## config.mk

```make
export PLATFORM = sky130hd
export DESIGN_NAME = lfsr_rand_gen_flat
export DESIGN_NICKNAME = d
export VERILOG_FILES = /design/src/rtl/lfsr_rand_gen_if.sv /design/src/rtl/lfsr_rand_gen.sv /design/src/flat_wrapper.sv
export SDC_FILE = /design/constraint.sdc
export NUM_CORES = 1
export LEC_CHECK = 0
export BUFFER_PORTS_ARGS = -buffer_cell sky130_fd_sc_hd__buf_4
export CAP_MARGIN = 40
export CORE_MARGIN = 2
export CORE_UTILIZATION = 25
export CTS_BUF_LIST = sky130_fd_sc_hd__clkbuf_8
export DETAILED_ROUTE_END_ITERATION = 8
export SLEW_MARGIN = 20
export SYNTH_ARGS = -nofsm -noshare
export SYNTH_HDL_FRONTEND = slang
export SYNTH_SLANG_ARGS = --single-unit
```

## constraint.sdc

```tcl
create_clock -name clock -period 5.4 [get_ports clock]
set_input_delay 1.08 -clock clock [delete_from_list [all_inputs] [get_ports clock]]
set_output_delay 1.08 -clock clock [all_outputs]
set_load 0.01 [all_outputs]
```

## src/rtl/lfsr_rand_gen_if.sv

```systemverilog
// Request/response bundle between a game-logic consumer and the random source.
interface lfsr_rand_gen_if #(
  parameter int unsigned OUT_BITS = 3
) ();
  logic                req;
  logic [OUT_BITS-1:0] limit;
  logic                busy;
  logic                valid;
  logic [OUT_BITS-1:0] rand_out;
  logic                fallback;

  modport master (
    output req, limit,
    input  busy, valid, rand_out, fallback
  );

  modport slave (
    input  req, limit,
    output busy, valid, rand_out, fallback
  );
endinterface

```

## src/rtl/lfsr_rand_gen.sv

```systemverilog
// XNOR Fibonacci LFSR that free-runs while idle and serves uniform values in [0, limit)
// through rejection sampling, with a fallback result after MAX_TRIES rejections.
module lfsr_rand_gen #(
  parameter int unsigned WIDTH     = 8,
  parameter int unsigned OUT_BITS  = 3,
  parameter int unsigned MAX_TRIES = 8
) (
  input  logic             clock,
  input  logic             reset,
  input  logic             enable_i,
  input  logic [WIDTH-1:0] seed_i,
  input  logic             seed_load_i,
  output logic [WIDTH-1:0] lfsr_state_o,
  lfsr_rand_gen_if.slave   bus
);

  if (WIDTH < 3 || WIDTH > 16) begin : g_bad_width
    $error("lfsr_rand_gen: WIDTH must be 3..16");
  end
  if (OUT_BITS < 1 || OUT_BITS > WIDTH) begin : g_bad_out_bits
    $error("lfsr_rand_gen: OUT_BITS must be 1..WIDTH");
  end
  if (MAX_TRIES < 1 || MAX_TRIES > 255) begin : g_bad_max_tries
    $error("lfsr_rand_gen: MAX_TRIES must be 1..255");
  end

  // Maximal-length tap set per width; tap n maps to bit n-1.
  function automatic logic [WIDTH-1:0] tap_mask();
    logic [15:0] m;
    case (WIDTH)
      3:       m = 16'h0006;
      4:       m = 16'h000C;
      5:       m = 16'h0014;
      6:       m = 16'h0030;
      7:       m = 16'h0060;
      8:       m = 16'h00B8;
      9:       m = 16'h0110;
      10:      m = 16'h0240;
      11:      m = 16'h0500;
      12:      m = 16'h0829;
      13:      m = 16'h100D;
      14:      m = 16'h2015;
      15:      m = 16'h6000;
      16:      m = 16'hD008;
      default: m = 16'h0000;
    endcase
    return m[WIDTH-1:0];
  endfunction

  localparam logic [WIDTH-1:0] Taps     = tap_mask();
  localparam int unsigned      CntW     = $clog2(OUT_BITS + 1);
  localparam logic [CntW-1:0]  LastShft = CntW'(OUT_BITS - 1);
  localparam logic [7:0]       MaxTries = 8'(MAX_TRIES);

  typedef enum logic [1:0] {StIdle, StShift, StCheck, StDone} state_e;

  state_e              state_q, state_d;
  logic [WIDTH-1:0]    lfsr_q, lfsr_d;
  logic [OUT_BITS-1:0] limit_q, limit_d;
  logic [CntW-1:0]     shift_cnt_q, shift_cnt_d;
  logic [7:0]          tries_q, tries_d;
  logic                busy_q, busy_d;
  logic [OUT_BITS-1:0] rand_q, rand_d;
  logic                fallback_q, fallback_d;

  logic [WIDTH-1:0]    seed_clean;
  logic [WIDTH-1:0]    lfsr_step;
  logic [OUT_BITS-1:0] candidate;
  logic [7:0]          tries_inc;

  // All-ones is the XNOR lockup state, so it can never be loaded.
  assign seed_clean = (&seed_i) ? {seed_i[WIDTH-1:1], 1'b0} : seed_i;
  assign lfsr_step  = {lfsr_q[WIDTH-2:0], ~^(lfsr_q & Taps)};
  assign candidate  = lfsr_q[OUT_BITS-1:0];

  always_comb begin
    state_d     = state_q;
    lfsr_d      = lfsr_q;
    limit_d     = limit_q;
    shift_cnt_d = shift_cnt_q;
    tries_d     = tries_q;
    busy_d      = busy_q;
    rand_d      = rand_q;
    fallback_d  = fallback_q;
    tries_inc   = tries_q + 8'd1;

    unique case (state_q)
      StIdle: begin
        if (seed_load_i) begin
          lfsr_d = seed_clean;
        end else begin
          lfsr_d = lfsr_step;
          if (bus.req) begin
            limit_d     = bus.limit;
            shift_cnt_d = '0;
            tries_d     = '0;
            busy_d      = 1'b1;
            state_d     = StShift;
          end
        end
      end
      StShift: begin
        lfsr_d      = lfsr_step;
        shift_cnt_d = shift_cnt_q + 1'b1;
        if (shift_cnt_q == LastShft) state_d = StCheck;
      end
      StCheck: begin
        if (limit_q == '0 || candidate < limit_q) begin
          rand_d     = candidate;
          fallback_d = 1'b0;
          state_d    = StDone;
        end else begin
          tries_d = tries_inc;
          if (tries_inc == MaxTries) begin
            rand_d     = '0;
            fallback_d = 1'b1;
            state_d    = StDone;
          end else begin
            shift_cnt_d = '0;
            state_d     = StShift;
          end
        end
      end
      StDone: begin
        busy_d  = 1'b0;
        state_d = StIdle;
      end
      default: state_d = StIdle;
    endcase

    // Recover from an upset into the lockup state regardless of FSM state.
    if (&lfsr_q) lfsr_d = seed_clean;
  end

  always_ff @(posedge clock) begin
    if (!reset) begin
      state_q     <= StIdle;
      lfsr_q      <= seed_clean;
      limit_q     <= '0;
      shift_cnt_q <= '0;
      tries_q     <= '0;
      busy_q      <= 1'b0;
      rand_q      <= '0;
      fallback_q  <= 1'b0;
    end else if (enable_i) begin
      state_q     <= state_d;
      lfsr_q      <= lfsr_d;
      limit_q     <= limit_d;
      shift_cnt_q <= shift_cnt_d;
      tries_q     <= tries_d;
      busy_q      <= busy_d;
      rand_q      <= rand_d;
      fallback_q  <= fallback_d;
    end
  end

  assign lfsr_state_o = lfsr_q;
  assign bus.busy     = busy_q;
  assign bus.valid    = (state_q == StDone);
  assign bus.rand_out = rand_q;
  assign bus.fallback = fallback_q;

endmodule

```

## src/flat_wrapper.sv

```systemverilog
// flat-port wrapper written by rule: the top's interface ports become plain ports
module lfsr_rand_gen_flat 
#(
  parameter int unsigned WIDTH     = 8,
  parameter int unsigned OUT_BITS  = 3,
  parameter int unsigned MAX_TRIES = 8
)
  (clock, reset, enable_i, seed_i, seed_load_i, lfsr_state_o, bus_req, bus_limit, bus_busy, bus_valid, bus_rand_out, bus_fallback);
  lfsr_rand_gen_if #(.OUT_BITS(OUT_BITS)) bus_i ();
  input  logic clock;
  input  logic reset;
  input  logic enable_i;
  input  logic [WIDTH-1:0] seed_i;
  input  logic seed_load_i;
  output logic [WIDTH-1:0] lfsr_state_o;
  input wire logic [$bits(bus_i.req)-1:0] bus_req;
  input wire logic [$bits(bus_i.limit)-1:0] bus_limit;
  output wire logic [$bits(bus_i.busy)-1:0] bus_busy;
  output wire logic [$bits(bus_i.valid)-1:0] bus_valid;
  output wire logic [$bits(bus_i.rand_out)-1:0] bus_rand_out;
  output wire logic [$bits(bus_i.fallback)-1:0] bus_fallback;
  assign bus_i.req = bus_req;
  assign bus_i.limit = bus_limit;
  assign bus_busy = bus_i.busy;
  assign bus_valid = bus_i.valid;
  assign bus_rand_out = bus_i.rand_out;
  assign bus_fallback = bus_i.fallback;
  lfsr_rand_gen #(.WIDTH(WIDTH), .OUT_BITS(OUT_BITS), .MAX_TRIES(MAX_TRIES)) u_core (.clock(clock), .reset(reset), .enable_i(enable_i), .seed_i(seed_i), .seed_load_i(seed_load_i), .lfsr_state_o(lfsr_state_o), .bus(bus_i));
endmodule
```

==> impl_metrics.csv, run 1 <==
group,metric,value,unit
grt,grt_pass1_wl,5.934,mm
flow_run,cap_viol_max_count,0,
critical_path,criticalPathCategory,"reg2out",
drt,drtIter0Drc,63,
yosys,syn_nets,195,
sta,worst_hold_slack,0.4644,ns
yosys,yosysUniqueCellTypes,37,
power_and_ir_drop,ir_drop,0.1387,mV
yosys,synth_top_area_frac,0.2595,
die,die_x,82.56,µm
grt,grt_use_met1,0.1354,
cts,post_cts.resized_instances,0,
yosys,synth_async_sr_flop_share,0,
grt,gr-usage-all-layers,0.1108,
die,initial_core_util,0.2590,
yosys,netlist_area,0.001543,mm²
grt,antenna_found_initial,0,
power_and_ir_drop,p_leak,0.7599,nW
cts,cts.sinks,28,
cells_and_area,nets,222,
yosys,ys_warn_count,0,
critical_path,crit_path_start_kind,"flip-flop",
critical_path,r2r_cells,7,
critical_path,critPathCapture,"bus_valid",
critical_path,cpMaxStageDelayCell,"dfxtp_1",
grt,use_met2,0.1960,
critical_path,cpPeakStageDelay,0.59,ns
power_and_ir_drop,power_frac_seq,0.493,
grt,use_met3,0.01739,
cts,post-cts-setup-buffer-count,0,
cells_and_area,finalNonFillerCells,275,
cells_and_area,layout_common_cells,"buf_4, nand2_1, dfxtp_1",
die,io_pins,30,
critical_path,worstSetupPathDepth,2,
power_and_ir_drop,netSwitchingPower,0.1220,mW
sta,tns,0,ns
sta,report.final.slew_viol_count,0,
outcome,status,"completed",
cts,cts_tree,"yes",
die,num_rows,28,
sta,final-hold-violation-count,0,
power_and_ir_drop,total_power,0.4862,mW
cells_and_area,fillers,647,
cts,clockBufferDepth,2,
critical_path,worst_r2r_endpoint,"u_core.tries_q[6]",
grt,grt_busiest_layer,"met2",
placement,gp_congestion,0.8148,
critical_path,crit_start,"u_core.state_q[1]",
critical_path,path_max_fanout,14,
critical_path,critical_path.cell_chain,"and2_1 > buf_4",
min_path,min_path_cells,2,
placement,portBuffers,29,
sta,max_freq,438.2,MHz
yosys,synth_cells,174,
sta,rsz0062_at_grt,"no",
cells_and_area,drive_gt1_frac,0.2250,
critical_path,crit_required,4.32,ns
cts,clk_pin_slew,0.10,ns
sta,finalCriticalPeriod,2.282,ns
yosys,synth_enable_flop_cells,8,
yosys,synth_area_leaders,"dfxtp_1, edfxtp_1, mux2_2",
drt,drc,0,
yosys,synth_flop_cell,"dfxtp_1",
cells_and_area,fin_area,0.001896,mm²
drt,wire_per_inst,12.72,µm
power_and_ir_drop,intPower,0.3643,mW
sta,fin_crit_sh,0.4226,
sta,finClkSkew,0.003395,ns
drt,ant_nets,0,
placement,dp_slack,2.902,ns
drt,num_vias,1352,
die,die_y,82.56,µm
placement,post_dp_cell_area,0.001824,mm²
cells_and_area,num_antenna_cells,0,
cts,cts_inserted_buffers,3,
critical_path,worstSetupEndpointType,"output port",
die,core-area,0.005956,mm²
cts,htreeDepth,1,
drt,drt-vias-per-instance,4.916,
grt,grt_pass1_vias,1331,
placement,place_inst,271,
cells_and_area,area_growth,22.87,%
sta,setup_ws,3.118,ns
sta,worst_pin_slew,0.4175,ns
yosys,seq_area_frac_synth,0.4152,
drt,first_pass_iters,4,
grt,grt-ovfl-total,0,
cells_and_area,utilization,0.3183,
min_path,min_path_type,"reg2reg",
power_and_ir_drop,p_clk_frac,0.360,
critical_path,critPathBufInv,1,
yosys,synth.avg_cell_area,8.866,µm²
critical_path,cp.arrival,1.20,ns
yosys,synth_top_cell_by_area,"dfxtp_1",
sta,setup_viol,0,
critical_path,path_delay_family,"flip-flops",
sta,relSlewSlack,0.7213,
placement,detailed_place_hpwl,2.581,mm
yosys,ys_ff_latch,28,
cts,root_buffer,"clkbuf_8",
power_and_ir_drop,p_per_area,256.5,mW/mm²
die,die_area,0.006815,mm²
critical_path,r2r_slack,3.32,ns
drt,drt_wl_total,3.497,mm
power_and_ir_drop,switching_share,0.2508,
cells_and_area,final_common_cell,"buf_4",
grt,grt_max_degree,23,
cts,hold_buffers,0,
critical_path,rr_startpoint,"u_core.lfsr_state_o[2]",
power_and_ir_drop,combPwrFrac,0.147,
cts,clkLatencyLatePin,0.29,ns
[area by class of cell]
| class | instances | area (µm²) | share of cell area |
|---|---|---|---|
| multi-input combinational | 133 | 849.6 | 0.4482 |
| tap | 75 | 93.84 | 0.04950 |
| sequential | 28 | 640.6 | 0.3380 |
| inverter | 6 | 22.52 | 0.01188 |
| clock buffer | 3 | 41.29 | 0.02178 |
| timing repair buffer | 29 | 217.7 | 0.1149 |
| clock inverter | 1 | 30.03 | 0.01584 |
[cell families (layout without fill, tap and decap cells)]
family,Yosys count,count (layout),synth area share
fa+ha+maj,5,5,0.04055
compound gates,33,33,0.1314
buf+inv,13,39,0.03406
mux,16,16,0.1103
xor+xnor,4,4,0.02271
simple gates,75,75,0.2457
flops,28,28,0.4152
[registers in the layout, summed over array words and instances, names as in the netlist]
register             flops
u_core.bus.busy          1
u_core.bus.rand_out      3
u_core.shift_cnt_q       2
u_core.limit_q           3
u_core.state_q           2
u_core.tries_q           8
u_core.lfsr_state_o      8
u_core.bus.fallback      1
[how the worst min path moves through the flow]
stage / to / from / slack, ns
floorplan: u_core.shift_cnt_q[0] / u_core.shift_cnt_q[0] / 0.43
global placement: u_core.shift_cnt_q[0] / u_core.shift_cnt_q[0] / 0.44
detailed placement: u_core.shift_cnt_q[1] / u_core.shift_cnt_q[1] / 0.45
CTS: u_core.shift_cnt_q[0] / u_core.shift_cnt_q[0] / 0.47
global route: u_core.shift_cnt_q[0] / u_core.shift_cnt_q[0] / 0.49
finish: u_core.shift_cnt_q[0] / u_core.shift_cnt_q[0] / 0.46
[per-layer routing]
metal / wire length [µm] / up-vias
met5: 0 / -
met4: 60 / 0
met2: 1672 / 28
li1: - / 683
met3: 117 / 6
met1: 1646 / 635
[synth_stat cells, types with 2 or more instances]
library cell	instances
and3_1	4
ha_1	5
mux2i_1	8
nand3_1	10
nor2_1	15
dfxtp_1	20
edfxtp_1	8
xnor2_1	3
o21ai_1	6
or3_1	3
buf_2	3
nand2b_1	3
nand2_1	22
nor3_1	2
inv_2	2
o211ai_1	6
a31oi_1	2
inv_1	4
nor2b_1	3
o21ai_0	5
mux2_2	8
or4_1	3
clkbuf_1	4
a21oi_1	8
a311oi_1	2
nand3b_1	3
nand4_1	2
[power by group through the flow]
stage	registers, mW	logic, mW	clock network (mW)
CTS	0.240	0.0727	0.178
detailed placement	0.245	0.0723	0
finish	0.240	0.0715	0.175
floorplan	0.244	0.0407	0
global placement	0.245	0.0714	0
global route	0.242	0.0790	0.184
[worst register-to-register path, cell delays in order (launching register included)]
cell	delay, ns
edfxtp_1	0.48
ha_1	0.34
nand2_1	0.05
o21ai_1	0.17
a31oi_1	0.14
nand2b_1	0.27
or4_1	0.49
o21ai_1	0.08
Note: power is estimated with default switching activity, not from simulation.
==> run 2: changes to the inputs <==
Clock period 5.4 ns to 2.2 ns, I/O delays scaled along.
==> run 2 against run 1 <==
Compared with the run above: sequential power is 140% higher; via count rose by 1.6%; clock power increased by 63%; critical endpoint is now u_core.tries_q[4].
==> impl_metrics.csv, run 2 (synthesis gave the netlist of run 1 again) <==
group,metric,value,unit
outcome,status,"completed",
critical_path,path_max_fanout,7,
cells_and_area,area_growth,22.14,%
placement,post_dp_cell_area,0.001839,mm²
die,io_pins,30,
cts,root_buffer,"clkbuf_8",
cts,cts_tree,"yes",
drt,ant_nets,0,
sta,rsz0062_at_grt,"no",
critical_path,r2r_slack,0.22,ns
grt,grt_pass1_wl,5.871,mm
flow_run,cap_viol_max_count,0,
cells_and_area,layout_common_cells,"buf_4, nand2_1, dfxtp_1",
cts,clkLatencyLatePin,0.28,ns
drt,drtIter0Drc,46,
sta,report.final.slew_viol_count,0,
critical_path,worst_r2r_endpoint,"u_core.tries_q[4]",
die,die_x,82.56,µm
sta,max_freq,503.8,MHz
cts,htreeDepth,1,
die,num_rows,28,
sta,final-hold-violation-count,0,
cells_and_area,num_antenna_cells,0,
grt,grt-ovfl-total,0,
sta,finClkSkew,0.004204,ns
sta,worst_pin_slew,0.4080,ns
critical_path,cp.arrival,2.15,ns
power_and_ir_drop,netSwitchingPower,0.2758,mW
cells_and_area,nets,224,
cells_and_area,utilization,0.3164,
critical_path,r2r_cells,7,
power_and_ir_drop,p_leak,0.7601,nW
sta,setup_viol,0,
grt,antenna_found_initial,0,
sta,fin_crit_sh,0.9022,
critical_path,rr_startpoint,"u_core.lfsr_state_o[2]",
placement,place_inst,273,
die,die_y,82.56,µm
power_and_ir_drop,intPower,0.7778,mW
power_and_ir_drop,p_per_area,559.1,mW/mm²
cts,post-cts-setup-buffer-count,0,
die,core-area,0.005956,mm²
min_path,whs_endpoint,"u_core.limit_q[2]",
placement,portBuffers,29,
critical_path,worstSetupEndpointType,"flip-flop",
cts,post_cts.resized_instances,0,
drt,first_pass_iters,4,
cts,clk_pin_slew,0.10,ns
drt,drt-vias-per-instance,4.957,
grt,grt_max_degree,23,
min_path,hp-start,"bus_limit[2]",
grt,grt_pass1_vias,1289,
power_and_ir_drop,ir_drop,0.2462,mV
drt,drt_wl_total,3.403,mm
power_and_ir_drop,power_frac_seq,0.557,
cells_and_area,fin_area,0.001884,mm²
sta,tns,0,ns
die,die_area,0.006815,mm²
power_and_ir_drop,total_power,1.054,mW
placement,gp_congestion,0.7866,
drt,num_vias,1373,
min_path,min_path_cells,3,
placement,detailed_place_hpwl,2.590,mm
die,initial_core_util,0.2590,
sta,finalCriticalPeriod,1.985,ns
cts,cts.sinks,28,
critical_path,crit_path_start_kind,"flip-flop",
critical_path,crit_required,2.37,ns
sta,relSlewSlack,0.7276,
power_and_ir_drop,switching_share,0.2618,
cells_and_area,drive_gt1_frac,0.2277,
cells_and_area,final_common_cell,"buf_4",
power_and_ir_drop,combPwrFrac,0.172,
drt,wire_per_inst,12.29,µm
cts,clockBufferDepth,2,
cells_and_area,finalNonFillerCells,277,
grt,gr-usage-all-layers,0.1082,
cts,hold_buffers,0,
min_path,min_path_type,"in2reg",
power_and_ir_drop,p_clk_frac,0.271,
drt,drc,0,
critical_path,criticalPathCategory,"reg2reg",
cts,cts_inserted_buffers,3,
-- run 2: cell count changes in the layout (fill, tap and decap cells not counted) --
cell / before / now
buf_4: 29 / 31
inv_1: 4 / 5
bufinv_16: 1 / 0
-- run 2: power by group through the flow --
| stage | Sequential [mW] | Combinational (mW) | Clock [mW] |
|---|---|---|---|
| final | 0.586 | 0.181 | 0.286 |
| after global routing | 0.591 | 0.202 | 0.317 |
| after CTS | 0.587 | 0.184 | 0.293 |
| after detailed placement | 0.599 | 0.183 | 0 |
| after global placement | 0.598 | 0.183 | 0 |
| after floorplan | 0.599 | 0.0998 | 0 |
-- run 2: how the worst max path moves through the flow --
stage,cells after the start,start,slack (ns),end
final,7,u_core.lfsr_state_o[2],0.22,u_core.tries_q[4]
after CTS,7,u_core.lfsr_state_o[2],0.22,u_core.tries_q[2]
after detailed placement,7,u_core.lfsr_state_o[2],0.24,u_core.tries_q[2]
after floorplan,7,u_core.lfsr_state_o[2],0.33,u_core.tries_q[6]
after global routing,7,u_core.lfsr_state_o[2],0.05,u_core.tries_q[7]
after global placement,7,u_core.lfsr_state_o[2],0.28,u_core.tries_q[5]
-- run 2: worst max-delay path, stage by stage (launching register included) --
cell      delay [ns]
edfxtp_1        0.46
ha_1            0.33
nand2_1         0.05
o21ai_1         0.14
a31oi_1         0.13
or3_1           0.46
o211ai_1        0.22
o21ai_1         0.08
-- run 2: metrics by stage --
step / hold WS [ns] / worst slack (ns)
floorplan: 0.4347 / 0.3265
detailed placement: 0.4594 / 0.2355
global placement: 0.4472 / 0.2785
finish: 0.3905 / 0.2151
global route: 0.4197 / 0.04816
CTS: 0.3924 / 0.2171
-- run 2: layout make-up --
type	instances	area (µm²)
clock buffer	3	41.29
multi-input combinational	133	849.6
fill	661	4071
inverter	6	22.52
clock inverter	1	3.754
timing repair buffer	31	232.7
sequential	28	640.6
tap	75	93.84
-- run 2: routing by layer --
| metal | wire [µm] | up-vias | GRT usage |
|---|---|---|---|
| met5 | 0 | - | 0 |
| met4 | 32 | 0 | 0.02787 |
| met3 | 101 | 4 | 0.01630 |
| met2 | 1585 | 26 | 0.1798 |
| met1 | 1684 | 655 | 0.1466 |
| li1 | - | 688 | - |
